$ cat config.mk
export PLATFORM = sky130hd
export DESIGN_NAME = ecc_result_monitor
export DESIGN_NICKNAME = d
export VERILOG_FILES = /design/src/rtl/ecc_result_monitor.sv
export SDC_FILE = /design/constraint.sdc
export NUM_CORES = 1
export LEC_CHECK = 0
export CORE_UTILIZATION = 51
export DETAILED_ROUTE_END_ITERATION = 12
export GPL_TIMING_DRIVEN = 0
export PLACE_DENSITY = 0.8
export REMOVE_ABC_BUFFERS = 1
export SYNTH_ARGS = -nofsm -noshare
export SYNTH_HDL_FRONTEND = slang
export SYNTH_SLANG_ARGS = --single-unit
$ cat constraint.sdc
create_clock -name clk -period 4.2 [get_ports clk]
set_clock_uncertainty 0.05 [all_clocks]
set_input_delay 0.84 -clock clk [delete_from_list [all_inputs] [get_ports clk]]
set_output_delay 0.84 -clock clk [all_outputs]
set_load 0.01 [all_outputs]
$ cat src/rtl/ecc_result_monitor.sv
// Run-time monitor for the ECC encoder/decoder APB slave.
// Tracks control-register writes, enforces the operation_done latency window,
// compares DUT results against queued golden results and checks APB reads.
// All violations land in saturating counters plus a sticky error flag.
module ecc_result_monitor #(
  parameter int DATA_WIDTH      = 32,
  parameter int AMBA_ADDR_WIDTH = 20,
  parameter int AMBA_WORD       = 32,
  parameter int MAX_LATENCY     = 5,
  parameter int FIFO_DEPTH      = 4,
  parameter int CNT_WIDTH       = 16
) (
  input  logic                       clk,
  input  logic                       rst,
  input  logic                       clr,
  input  logic [AMBA_ADDR_WIDTH-1:0] PADDR,
  input  logic                       PSEL,
  input  logic                       PENABLE,
  input  logic                       PWRITE,
  input  logic [AMBA_WORD-1:0]       PRDATA,
  input  logic [AMBA_WORD-1:0]       RegistersOut,
  input  logic [DATA_WIDTH-1:0]      data_out,
  input  logic                       operation_done,
  input  logic [1:0]                 num_of_errors,
  input  logic                       gm_valid,
  input  logic [DATA_WIDTH-1:0]      gm_DATA_OUT,
  input  logic [1:0]                 gm_number_of_errors,
  output logic [CNT_WIDTH-1:0]       ops_checked,
  output logic [CNT_WIDTH-1:0]       mismatch_cnt,
  output logic [CNT_WIDTH-1:0]       timeout_cnt,
  output logic [CNT_WIDTH-1:0]       unexp_done_cnt,
  output logic [CNT_WIDTH-1:0]       overlap_cnt,
  output logic [CNT_WIDTH-1:0]       read_err_cnt,
  output logic                       fifo_overflow,
  output logic                       err_flag,
  output logic                       busy
);

  // lat only ever holds 0 .. MAX_LATENCY-1 while waiting
  localparam int LAT_W = (MAX_LATENCY > 1) ? $clog2(MAX_LATENCY) : 1;
  localparam logic [LAT_W-1:0] LAT_LAST = LAT_W'(MAX_LATENCY - 1);
  localparam int PTR_W = $clog2(FIFO_DEPTH);
  localparam logic [PTR_W:0] FIFO_FULL_CNT = (PTR_W + 1)'(FIFO_DEPTH);

  typedef enum logic {IDLE, WAIT} state_t;

  state_t                  state;
  logic [LAT_W-1:0]        lat;
  logic [DATA_WIDTH-1:0]   fifo_data [FIFO_DEPTH];
  logic [1:0]              fifo_errs [FIFO_DEPTH];
  logic [PTR_W-1:0]        rd_ptr;
  logic [PTR_W-1:0]        wr_ptr;
  logic [PTR_W:0]          count;

  logic start, rd, fifo_empty, fifo_full;
  logic do_compare, bypass, pop, push, push_req;
  logic overflow_ev, mismatch_ev, timeout_ev, overlap_ev, unexp_ev, read_ev;
  logic any_err_ev;
  logic [DATA_WIDTH-1:0] ref_data;
  logic [1:0]            ref_errs;
  logic                  unused_addr;

  assign unused_addr = ^PADDR[AMBA_ADDR_WIDTH-1:4];
  assign busy        = (state == WAIT);

  function automatic logic [CNT_WIDTH-1:0] sat_inc(input logic [CNT_WIDTH-1:0] v,
                                                   input logic en);
    return (en && (v != '1)) ? v + 1'b1 : v;
  endfunction

  // Decode APB events and decide compare source, FIFO traffic and error events
  always_comb begin
    start       = PSEL & PENABLE & PWRITE & (PADDR[3:0] == 4'b0000);
    rd          = PSEL & PENABLE & ~PWRITE;
    fifo_empty  = (count == '0);
    fifo_full   = (count == FIFO_FULL_CNT);
    do_compare  = 1'b0;
    bypass      = 1'b0;
    unexp_ev    = 1'b0;
    if (operation_done) begin
      if (state == IDLE) begin
        unexp_ev = 1'b1;
      end else if (!fifo_empty) begin
        do_compare = 1'b1;
      end else if (gm_valid) begin
        do_compare = 1'b1;
        bypass     = 1'b1;
      end else begin
        unexp_ev = 1'b1;
      end
    end
    pop         = do_compare & ~bypass;
    push_req    = gm_valid & ~bypass;
    push        = push_req & (~fifo_full | pop);
    overflow_ev = push_req & fifo_full & ~pop;
    ref_data    = bypass ? gm_DATA_OUT : fifo_data[rd_ptr];
    ref_errs    = bypass ? gm_number_of_errors : fifo_errs[rd_ptr];
    mismatch_ev = do_compare & ((data_out != ref_data) | (num_of_errors != ref_errs));
    overlap_ev  = (state == WAIT) & start;
    timeout_ev  = (state == WAIT) & ~start & ~operation_done & (lat == LAT_LAST);
    read_ev     = rd & (PRDATA != RegistersOut);
    any_err_ev  = mismatch_ev | timeout_ev | unexp_ev | overlap_ev | read_ev;
  end

  // Golden-result storage; occupancy and pointers live with the control state
  always_ff @(posedge clk) begin
    if (push && !clr) begin
      fifo_data[wr_ptr] <= gm_DATA_OUT;
      fifo_errs[wr_ptr] <= gm_number_of_errors;
    end
  end

  // Latency FSM, FIFO pointers, saturating counters and sticky flags
  always_ff @(posedge clk or posedge rst) begin
    if (rst) begin
      state          <= IDLE;
      lat            <= '0;
      rd_ptr         <= '0;
      wr_ptr         <= '0;
      count          <= '0;
      ops_checked    <= '0;
      mismatch_cnt   <= '0;
      timeout_cnt    <= '0;
      unexp_done_cnt <= '0;
      overlap_cnt    <= '0;
      read_err_cnt   <= '0;
      fifo_overflow  <= 1'b0;
      err_flag       <= 1'b0;
    end else if (clr) begin
      state          <= IDLE;
      lat            <= '0;
      rd_ptr         <= '0;
      wr_ptr         <= '0;
      count          <= '0;
      ops_checked    <= '0;
      mismatch_cnt   <= '0;
      timeout_cnt    <= '0;
      unexp_done_cnt <= '0;
      overlap_cnt    <= '0;
      read_err_cnt   <= '0;
      fifo_overflow  <= 1'b0;
      err_flag       <= 1'b0;
    end else begin
      case (state)
        IDLE: begin
          if (start) begin
            state <= WAIT;
            lat   <= '0;
          end
        end
        WAIT: begin
          if (start) begin
            lat <= '0;
          end else if (operation_done || (lat == LAT_LAST)) begin
            state <= IDLE;
            lat   <= '0;
          end else begin
            lat <= lat + 1'b1;
          end
        end
        default: begin
          state <= IDLE;
          lat   <= '0;
        end
      endcase

      if (push) wr_ptr <= wr_ptr + 1'b1;
      if (pop)  rd_ptr <= rd_ptr + 1'b1;
      case ({push, pop})
        2'b10:   count <= count + 1'b1;
        2'b01:   count <= count - 1'b1;
        default: count <= count;
      endcase

      ops_checked    <= sat_inc(ops_checked, do_compare);
      mismatch_cnt   <= sat_inc(mismatch_cnt, mismatch_ev);
      timeout_cnt    <= sat_inc(timeout_cnt, timeout_ev);
      unexp_done_cnt <= sat_inc(unexp_done_cnt, unexp_ev);
      overlap_cnt    <= sat_inc(overlap_cnt, overlap_ev);
      read_err_cnt   <= sat_inc(read_err_cnt, read_ev);
      fifo_overflow  <= fifo_overflow | overflow_ev;
      err_flag       <= err_flag | any_err_ev;
    end
  end

endmodule

# [After elaboration in Yosys (flattened, before gate mapping)]
# Memories as Yosys holds them, arrays and structs flattened.
# Cells that the tools add are included.
[totals] register_bits=109 ram_bits=136 input_bits=160 out_inout_bits=99 elab_cells=135 mem_count=2
[mem_list] name="fifo_data" depth=4 width=32 rd=1 rd_ports_with_merged_regs=0 write_ports=1 line_no="49" rtl="logic [DATA_WIDTH-1:0] fifo_data [FIFO_DEPTH];"
[mem_list] name="fifo_errs" depth=4 width=2 rd=1 rd_ports_with_merged_regs=0 write_ports=1 line_no="50" rtl="logic [1:0] fifo_errs [FIFO_DEPTH];"
[classes] add_sub_neg=11 n_eq_ne=14 muxes=45 n_bitwise=30 n_reduce_logical=20
[ops] op="$mux W16" n=12
[ops] op="$add A16 B1 Y16 const B" n=6
[ops] op="$ne A16 B16 Y1 const B" n=6
[ops] op="$ne A32 B32 Y1" n=2
[ops] op="$mux W32" n=1
[ops] op="$mux W1" n=19
[ops] op="$reduce_bool A2 Y1" n=8
[ops] op="$and A1 B1 Y1" n=15
[ops] op="$mux W3" n=5
[ops] op="$pmux W3 S2" n=2
[ops] op="$mux W2" n=5
[ops] op="$or A1 B1 Y1" n=8
[ops] op="$logic_and A1 B1 Y1" n=7
[ops] op="$not A1 Y1" n=7
[ops] op="$add A3 B1 Y3 const B" n=2
[ops] op="$eq A3 B3 Y1 const B" n=2
[ops] op="$add A2 B1 Y2 const B" n=2
[ops] op="$logic_not A4 Y1" n=1
[ops] op="$logic_not A3 Y1" n=1
[ops] op="$ne A3 B3 Y1 const B" n=1
[ops] op="$reduce_bool A3 Y1" n=1
[ops] op="$sub A3 B1 Y3 const B" n=1
[ops] op="$eq A2 B1 Y1 const B" n=1
[ops] op="$eq A2 B2 Y1 const B" n=1
[ops] op="other kinds (4)" n=4

# [Depth between registers and ports, before layout]
[logic_depth] depth_word=14 ltp_mapped=11 mapped_depth_nobuf=9

# [Worst setup path after synthesis]
# Ideal clock, no wire load.
[synth_path] kind="in2reg" start="input gm_valid" end="register mismatch_cnt[1]" setup_time_ns=0.132 arrival_time_ns=2.928 required_time_ns=4.018 setup_slack_ns=1.090 stages=10 path_buffers=2 cell_sequence="clkbuf_1 -> nand3_1 -> nor2_4 -> a21oi_1 -> a2111oi_4 -> o2111ai_4 -> o31ai_4 -> buf_6 -> mux2i_1 -> nor2_1"
[synth_via] elab_chain_cells=10 word_cells_on_any_way=15 cone_classes="eq/ne: 2; mux: 9; bitwise: 2; reduce/logical: 2"
[synth_rtl] element="start, declared" line_no="25" rtl="input logic gm_valid,"
[synth_rtl] element="$mux W1 *" line_no="85" rtl="end else if (gm_valid) begin"
[synth_rtl] element="$mux W1" line_no="83" rtl="end else if (!fifo_empty) begin"
[synth_rtl] element="$mux W1" line_no="81" rtl="if (state == IDLE) begin"
[synth_rtl] element="$mux W1" line_no="80" rtl="if (operation_done) begin"
[synth_rtl] element="$mux W32 or $mux W2 (tied branches)" line_no="96, 97"
[synth_rtl] element="$ne A32 B32 Y1 or $ne A2 B2 Y1 (tied branches)" line_no="98" rtl="mismatch_ev = do_compare & ((data_out != ref_data) | (num_of_errors != ref_errs));"
[synth_rtl] element="$or A1 B1 Y1" line_no="98"
[synth_rtl] element="$and A1 B1 Y1 *" line_no="98"
[synth_rtl] element="$logic_and A1 B1 Y1 *" line_no="68" rtl="return (en && (v != '1)) ? v + 1'b1 : v;"
[synth_rtl] element="$reduce_bool A2 Y1 (no line) *"
[synth_rtl] element="end signal, assigned" line_no="176" rtl="mismatch_cnt <= sat_inc(mismatch_cnt, mismatch_ev);"
[synth_rtl] element="end, declared" line_no="29" rtl="output logic [CNT_WIDTH-1:0] mismatch_cnt,"
# Mark *: on every way between the ends. The rest lies on a longest branch, timed or not.
# A chain may end at the register's enable or synchronous reset.

# [Final worst setup path]
[layout_path] start="register count[0]" end="register mismatch_cnt[1]"
[layout_via] elab_chain_cells=10 word_cells_on_any_way=15 cone_classes="eq/ne: 2; mux: 8; bitwise: 2; reduce/logical: 3"
[layout_rtl] element="start, declared" line_no="53" rtl="logic [PTR_W:0] count;"
[layout_rtl] element="start signal, assigned" line_no="170" rtl="2'b10: count <= count + 1'b1;"
[layout_rtl] element="start signal, assigned" line_no="171" rtl="2'b01: count <= count - 1'b1;"
[layout_rtl] element="start signal, assigned" line_no="172" rtl="default: count <= count;"
[layout_rtl] element="$logic_not A3 Y1 *" line_no="75" rtl="fifo_empty = (count == '0);"
[layout_rtl] element="$mux W1" line_no="83"
[layout_rtl] element="$mux W1" line_no="81"
[layout_rtl] element="$mux W1" line_no="80"
[layout_rtl] element="$mux W32 or $mux W2 (tied branches)" line_no="96, 97"
[layout_rtl] element="$ne A32 B32 Y1 or $ne A2 B2 Y1 (tied branches)" line_no="98"
[layout_rtl] element="$or A1 B1 Y1" line_no="98"
[layout_rtl] element="$and A1 B1 Y1 *" line_no="98"
[layout_rtl] element="$logic_and A1 B1 Y1 *" line_no="68"
[layout_rtl] element="$reduce_bool A2 Y1 (no line) *"
# Marked as above.

==> impl_metrics.toml <==
[outcome]
run_status = "finished clean"

[logic_synthesis]
synth-async-reset-ratio_pct = 44.49
synth_enable_flop_cells = 136
post_synth_xor_area_fraction_pct = 11.95
post-synth-top-area-cell = "sky130_fd_sc_hd__edfxtp_1"
synthesis.yosys.warnings = 0
netlist_instances = 925
synth_top_family_by_area = "simple AND/OR/NAND/NOR gates"
yosys.cell_types.count = 62
most_used_dff_post_synth = "sky130_fd_sc_hd__edfxtp_1"
mappedNetlistArea_um2 = 11790
postSynthRegisterBits = 245
ys_top_cells_by_area = "sky130_fd_sc_hd__edfxtp_1, sky130_fd_sc_hd__dfrtp_1, sky130_fd_sc_hd__xnor2_1"
adder_and_majority_gate_portion_of_the_synthesized_area_pct = 1.443
synthMuxAreaShare_pct = 7.269
synth_cell_count_leaders = "sky130_fd_sc_hd__edfxtp_1, sky130_fd_sc_hd__dfrtp_1, sky130_fd_sc_hd__nor2_1"
synth_compound_gate_area_share_pct = 6.134
synth.most_common_cell = "sky130_fd_sc_hd__edfxtp_1"
synth.avg_cell_area_um2 = 12.75
synth_sequential_area_ratio_pct = 57.77
synth_top_cell_area_share_pct = 34.64
yosys.area_share.simple_pct = 13.55

[clock_tree]
tritoncts_clock_tree = "done"
clock-root-buffer = "sky130_fd_sc_hd__clkbuf_16"
htree_levels = 1
cts.path.max_buffers = 3
clk_pin_slew_worst_paths_ns = 0.06
clock_latency_ns = 0.54
ctsHoldBuffers = 0
tritoncts.num_buffers = 27
post_cts.resized_instances = 0
clock_sinks = 245
cts_setup_buffers = 0

[timing]
final_max_slew_viol_count = 0
finalHoldViolations = 0
final-setup-viol-count = 0
fmax_mhz = 277.6
rsz0062_at_grt = "false"
setup-tns-final_ns = 0
tightestPinTransition_ns = 1.201
post-route-min-period_ns = 3.602
final_critical_path_setup_slack_ns = 0.5980
timing.max_slew.rel_slack_pct = 19.32
period_share_pct = 85.76

[drt]
total_iterations_of_the_first_detailed_routing_run = 5
avgViaCountPerCell = 5.553
drtIter0Drc = 571
ant_nets = 0
wl_per_cell_um = 18.71
detail_route.wirelength_um = 27730
drt_drc_violations_left = 0
vias = 8230

[critical_path]
timing.critical_path.required_ns = 4.56
cp_data_arrival_time_ns = 3.96
critPathLaunchType = "flip-flop"
critical_path_class = "reg -> reg"
cp_max_fo = 16
timing.critical_path.to_type = "flip-flop"

[final_layout]
area_growth_pct = 31.32
instances_no_fill = 1482
insertedDiodeCount = 0
final.fill_count = 1618
layout.cell_area.non_filler_um2 = 15480
final_nets = 1350
drive_gt1_share_pct = 8.271

[run]
number_of_violations_of_the_max_capacitance_limit = 0

[pwr]
power.leakage_nw = 5.552
irDropWorstVdd_v = 0.0003290
design_power_mw = 5.372
powerDensity_nw_per_um2 = 347.0

[grt]
grt-ovfl-total = 0
initial_antenna_violation_count = 0
via_count_of_the_first_global_routing_pass = 8191
grt_pass1_wl_um = 43850
globalRouteTotalUtil_pct = 23.49
pin_count_of_the_biggest_net_entering_global_routing = 83

[placement]
routabilityCongestion = 0.8249
dp_worst_setup_slack_ns = 0.09665
place_hpwl_um = 19680
dp.cells = 1433
placedInstanceArea_um2 = 14620
io_port_bufs = 242

[floorplan]
placement_rows = 55
chipHeight_um = 154.0
io_pins = 259
standard_cell_core_area_um2 = 22640
die_w_um = 154.0
initial_standard_cell_utilization_of_the_core_pct = 52.08
die_area_um2 = 23730

[hold_path]
hp-class = "reg -> reg"
final cells by class:
type / count / area [um^2] / area share (%)
clock buffers: 35 / 725.7 / 4.687
clock inverters: 14 / 141.4 / 0.9132
inverters: 24 / 92.59 / 0.5980
multi-input cells: 630 / 4762 / 30.76
flip-flops and latches: 245 / 6814 / 44.01
well taps: 285 / 356.6 / 2.303
repair buffers: 249 / 2590 / 16.73
critical path: stages, from the launching register on:
cell	delay [ns]
sky130_fd_sc_hd__dfrtp_1	0.45
sky130_fd_sc_hd__nor3_1	0.99
sky130_fd_sc_hd__nand3_1	0.16
sky130_fd_sc_hd__a32o_1	0.34
sky130_fd_sc_hd__a2111oi_4	0.32
sky130_fd_sc_hd__o2111ai_4	0.25
sky130_fd_sc_hd__o31ai_4	0.59
sky130_fd_sc_hd__mux2i_1	0.26
sky130_fd_sc_hd__nor2_1	0.05
stage by stage:
stage | utilization (%) | hold slack, ns
floorplan | - | 0.4842
global placement | 63.77 | 0.4392
detailed placement | 64.55 | 0.4520
CTS | 68.38 | 0.4661
global route | 68.38 | 0.4898
finish | 68.38 | 0.4599
sequential cells by signal, summed over array words and instances, names as in the netlist, 2 cells and up:
name	count
fifo_data	128
mismatch_cnt	16
ops_checked	16
overlap_cnt	16
read_err_cnt	16
timeout_cnt	16
unexp_done_cnt	16
fifo_errs	8
count	3
lat	3
rd_ptr	2
wr_ptr	2
placed cells by master (no fill, tap or decap), types with 11 or more instances in the layout:
cell and instances:
sky130_fd_sc_hd__mux4_2 30, sky130_fd_sc_hd__nand4_1 35, sky130_fd_sc_hd__xor2_1 67, sky130_fd_sc_hd__clkbuf_16 27, sky130_fd_sc_hd__nand2_1 41, sky130_fd_sc_hd__ha_1 12
sky130_fd_sc_hd__mux2i_1 17, sky130_fd_sc_hd__nand3_1 43, sky130_fd_sc_hd__clkdlybuf4s50_1 241, sky130_fd_sc_hd__a21oi_1 28, sky130_fd_sc_hd__and3_1 18, sky130_fd_sc_hd__inv_1 23
sky130_fd_sc_hd__o21ai_0 18, sky130_fd_sc_hd__edfxtp_1 136, sky130_fd_sc_hd__or3_1 23, sky130_fd_sc_hd__nor2_1 100, sky130_fd_sc_hd__dfrtp_1 107, sky130_fd_sc_hd__and4_1 11
sky130_fd_sc_hd__xnor2_1 92
routing by layer:
layer | vias to the layer above | part of all wire [%] | wire, um | track usage [%]
met5 | - | 0 | 0 | 0
met2 | 202 | 50 | 13870 | 39.39
met1 | 4075 | 43 | 12010 | 32.30
met3 | 40 | 4.7 | 1311 | 3.326
li1 | 3913 | - | - | -
met4 | 0 | 1.9 | 533 | 5.952
final timing paths:
check / startpoint / end / slack [ns] / cells after the start
worst max-delay path: count[0] / mismatch_cnt[1] / 0.60 / 8
worst min-delay path: fifo_overflow / fifo_overflow / 0.46 / 2
worst max register to register: count[0] / mismatch_cnt[1] / 0.60 / 8
worst min register to register: fifo_overflow / fifo_overflow / 0.46 / 2
max in group asynchronous: rst / timeout_cnt[11] / 2.70 / 3
min in group asynchronous: rst / read_err_cnt[15] / 0.69 / 2
where the power goes:
part           switching [mW]  internal [mW]
logic                   0.219          0.229
clock network           0.963           1.35
registers              0.0173           2.59
cell families (layout without fill, tap and decap cells):
family / Yosys count / in the layout
multiplexers: 48 / 48
flip-flops: 245 / 245
buffers and inverters: 50 / 322
XOR/XNOR: 160 / 160
AO/OA/AOI/OAI: 97 / 97
adder cells (fa/ha/maj): 13 / 13
AND/OR/NAND/NOR: 312 / 312
(Power assumes the default switching activity.)
==> edit 1, RTL diff (config.mk and constraints unchanged) <==
Change the parameter `DATA_WIDTH` from 32 to 16.
--- a/src/rtl/ecc_result_monitor.sv
+++ b/src/rtl/ecc_result_monitor.sv
@@ -5,3 +5,3 @@
 module ecc_result_monitor #(
-  parameter int DATA_WIDTH      = 32,
+  parameter int DATA_WIDTH      = 16,
   parameter int AMBA_ADDR_WIDTH = 20,
Ports: changed (resized data_out and gm_DATA_OUT); port bits go from 259 to 227. The function was not compared with the original's and may differ.
==> edit 1 against the unedited design <==
- cell area fell by 23%
- sequential power fell by 28%
- critical endpoint is now mismatch_cnt[8]
- area after synthesis fell by 24%
- worst setup slack got worse by 0.025 ns
- via count is 19% lower
- combinational power decreased by 31%
- sequential cell count decreased by 64
- count of clock-buffer cells in the layout down 11
- total power shrank 28%
- routed wire length is 25% lower
- non-clock buffer count down 37
==> edit 1: results (changes against the unedited design) <==
Timing
  – Worst Tran Pin Value: 1.23 ns (was 1.20 ns)

Routing
  – Via density: 5.46 (was 5.55)
  – DR WL met3: 1.31 mm (about the same)
  – Wire length on met1: 8.51 mm (was 12.0 mm)
  – Drt total wl: 20.7 mm (was 27.7 mm)

Placed design
  – I/O Buffers: 210 (was 242)
  – Placed cell area: 0.0113 mm^2 (was 0.0146 mm^2)

GRT
  – GR Util met1: 0.285 (was 0.323)
  – GR Layer Usage met2: 0.406 (was 0.394)
  – Global-route wire length before repair: 32.2 mm (was 43.8 mm)
  – Number of global-route vias before repair: 6468 (was 8191)
  – Met3 GRT Util: 0.0488 (was 0.0333)
  – Largest net degree at the start of global routing: 74 (was 83)
  – Overall Global Routing Usage: 0.230 (was 0.235)

Power and ir drop
  – Max rail drop VDD: 0.324 mV (was 0.329 mV)
  – NetSw: 0.824 mW (was 1.20 mW)
  – Pleak: 4.39 nW (was 5.55 nW)

Logic synthesis
  – Synth Area in Adders: 0.0190 (was 0.0144)
  – XOR/XNOR share of the synthesized area: 0.127 (was 0.119)
  – List of most frequent post-synthesis cells: dfrtp_1, nor2_1, edfxtp_1, xnor2_1, xor2_1 (was edfxtp_1, dfrtp_1, nor2_1)
  – Ys async rst share: 0.602 (was 0.445)
  – Post-synth cell types: 54 (was 62)
  – Post-synth EDFFs: 72 (was 136)
  – Ranking of synthesized cells by area: dfrtp_1, edfxtp_1, xnor2_1, xor2_1, mux4_2 (was edfxtp_1, dfrtp_1, xnor2_1, mux4_2, xor2_1)
  – Seq/Total Area, Yosys: 0.547 (was 0.578)
  – Synth Area in Compound Gates: 0.0558 (was 0.0613)

Run status
  – Status: complete, no violations (unchanged)

Setup path
  – Family with the most delay on the worst path: flip-flops (was compound AO/OA/AOI/OAI gates)
  – Crit-path max cell delay: 1.16 ns (was 0.99 ns)
  – Highest fanout seen on the critical path: 27 (was 16)

Finish
  – Fin cells: 1225 (was 1482)
  – Filler Cell Count: 1262 (was 1618)
  – Largest register FFs: 64 (was 128)
  – Layout Nets: 1128 (was 1350)

CTS
  – H-tree Lvls: 4 (was 1)
  – Clk_lat worst skew: 0.43 ns (was 0.54 ns)
-- edit 1: cell types whose count changed after synthesis, moves of 6 or more --
cell	unedited run	this run
edfxtp_1	136	72
xnor2_1	92	72
nand3_1	43	25
mux4_2	30	18
xor2_1	67	58
and3_1	18	11
mux2i_1	17	11
nand2_1	41	47
-- edit 1: worst paths after layout --
check                                    from               to  slack (ns)  cells after the start
worst max-delay path                rd_ptr[0]  mismatch_cnt[8]        0.57                      7
worst min-delay path            fifo_overflow    fifo_overflow        0.46                      2
worst max register to register      rd_ptr[0]  mismatch_cnt[8]        0.57                      7
worst min register to register  fifo_overflow    fifo_overflow        0.46                      2
max in group asynchronous                 rst         count[2]        2.62                      3
min in group asynchronous                 rst  read_err_cnt[7]        0.75                      2
-- edit 1: power groups by stage --
| stage | registers (mW) | clock network (mW) | logic (mW) |
|---|---|---|---|
| 2_1_floorplan | 1.92 | 0 | 0.121 |
| 3_3_place_gp | 1.92 | 0 | 0.301 |
| 3_5_place_dp | 1.92 | 0 | 0.312 |
| 4_1_cts | 1.89 | 1.71 | 0.314 |
| 5_1_grt | 1.89 | 1.78 | 0.337 |
| 6_report | 1.89 | 1.69 | 0.309 |
-- edit 1: final cells by class --
type,instances,area [um^2],area share
Timing Repair Buffer,212,2150,0.181
Sequential cell,181,4890,0.411
Inverter,22,85.1,0.00715
Clock buffer,24,537,0.0451
Clock inverter,8,105,0.00884
Tap cell,225,282,0.0237
Multi-Input combinational cell,553,3840,0.323
-- edit 1: cells by family after synthesis --
kind of cell / Yosys count
adder cells (fa/ha/maj): 13
multiplexers: 31
buffers and inverters: 46
AO/OA/AOI/OAI: 81
XOR/XNOR: 130
AND/OR/NAND/NOR: 298
flip-flops: 181
==> edit 2, RTL diff (same settings) <==
Made on the original files. Put one more register stage on the output `overlap_cnt`, with the module's reset. The value now appears one clock later. The other outputs are not delayed to match.
--- a/src/rtl/ecc_result_monitor.sv
+++ b/src/rtl/ecc_result_monitor.sv
@@ -45,2 +45,4 @@
   typedef enum logic {IDLE, WAIT} state_t;
+
+  logic [CNT_WIDTH-1:0] overlap_cnt_s0;
 
@@ -124,3 +126,3 @@
       unexp_done_cnt <= '0;
-      overlap_cnt    <= '0;
+      overlap_cnt_s0 <= '0;
       read_err_cnt   <= '0;
@@ -138,3 +140,3 @@
       unexp_done_cnt <= '0;
-      overlap_cnt    <= '0;
+      overlap_cnt_s0 <= '0;
       read_err_cnt   <= '0;
@@ -178,3 +180,3 @@
       unexp_done_cnt <= sat_inc(unexp_done_cnt, unexp_ev);
-      overlap_cnt    <= sat_inc(overlap_cnt, overlap_ev);
+      overlap_cnt_s0 <= sat_inc(overlap_cnt_s0, overlap_ev);
       read_err_cnt   <= sat_inc(read_err_cnt, read_ev);
@@ -185,2 +187,10 @@
 
+  always_ff @(posedge clk or posedge rst) begin
+    if (rst) begin
+      overlap_cnt <= '0;
+    end else begin
+      overlap_cnt <= overlap_cnt_s0;
+    end
+  end
+
 endmodule
Check against the original RTL: not equivalent (Yosys sat finds a counterexample within 4 cycles, from zero or initial values and one cycle with rst high).
==> edit 2 against the unedited design <==
- die area is 3.6% higher
- cell count grew 4.4%
- worst setup slack lost 0.30 ns
- sequential cell count grew 16
- routed wire length rose by 0.73%
- area after synthesis grew 3.7%
- non-clock buffer count did not move
- cell area rose by 3.7%
- total power grew 7.1%
==> edit 2: results (changes against the unedited design) <==
Finish
  – Fraction of area in multi-input gates: 0.298 (was 0.308)
  – Buffering overhead: 0.161 (was 0.167)
  – Inverters, non-clock: 25 (was 24)
  – Multi-input gates: 639 (was 630)
  – Final sequential cell count: 261 (was 245)
  – Filler Cell Count: 1668 (was 1618)
  – Antenna fix cells: 2 (was 0)
  – Share of cells above drive strength 1: 0.0881 (was 0.0827)
  – Layout clock buffer count: 43 (was 35)
  – Final-layout clock-cell area share: 0.0606 (was 0.0560)

GRT
  – Met3 GRT Util: 0.0377 (was 0.0333)
  – Number of global-route vias before repair: 8345 (was 8191)
  – Largest net degree at the start of global routing: 75 (was 83)

Timing
  – Slew Limit Headroom: 0.265 (was 0.193)

Placed design
  – Routability cong.: 0.855 (was 0.825)
  – HPWL after DPL: 19.2 mm (was 19.7 mm)

Logic synthesis
  – Seq/Total Area, Yosys: 0.590 (was 0.578)
  – Post-synth cell types: 63 (was 62)
  – Synth Area in Adders: 0.0139 (was 0.0144)
  – Ys async rst share: 0.479 (was 0.445)
  – Syn Inst Count: 951 (was 925)

Setup path
  – R2R Path End: mismatch_cnt[15] (was mismatch_cnt[1])
  – Reg2reg setup slack: 0.30 ns (was 0.60 ns)
  – Highest fanout seen on the critical path: 21 (was 16)

CTS
  – CTS buffer count: 28 (was 27)

Routing
  – Routed wl met2: 14.1 mm (was 13.9 mm)
  – Wire length on met1: 11.5 mm (was 12.0 mm)
  – Via density: 5.53 (was 5.55)

Run status
  – Status: complete, no violations (unchanged)

Power and ir drop
  – Int Power: 4.55 mW (was 4.17 mW)
  – Clock distribution power: 2.55 mW (was 2.31 mW)

Hold path
  – HP Start: overlap_cnt_s0[14] (was fifo_overflow)

Die
  – Tap cell count: 319 (was 285)
-- edit 2: worst max path at each step --
stage                         startpoint                to  slack (ns)  depth (start not counted)
after detailed placement  operation_done   mismatch_cnt[0]       -0.36                          9
after CTS                      rd_ptr[0]   mismatch_cnt[0]        0.06                          9
after floorplan                rd_ptr[0]   mismatch_cnt[0]       -0.12                          7
final                          rd_ptr[0]  mismatch_cnt[15]        0.30                         11
after global placement               clr   fifo_data[0][0]       -2.03                          3
after global routing           rd_ptr[0]  mismatch_cnt[15]        0.10                         11
-- edit 2: kinds of logic (layout without fill, tap and decap cells) --
kind of cell	Yosys count	after routing
AND/OR/NAND/NOR	327	327
flip-flops	261	261
XOR/XNOR	148	148
AO/OA/AOI/OAI	102	103
buffers and inverters	52	326
multiplexers	48	48
adder cells (fa/ha/maj)	13	13
other	0	2
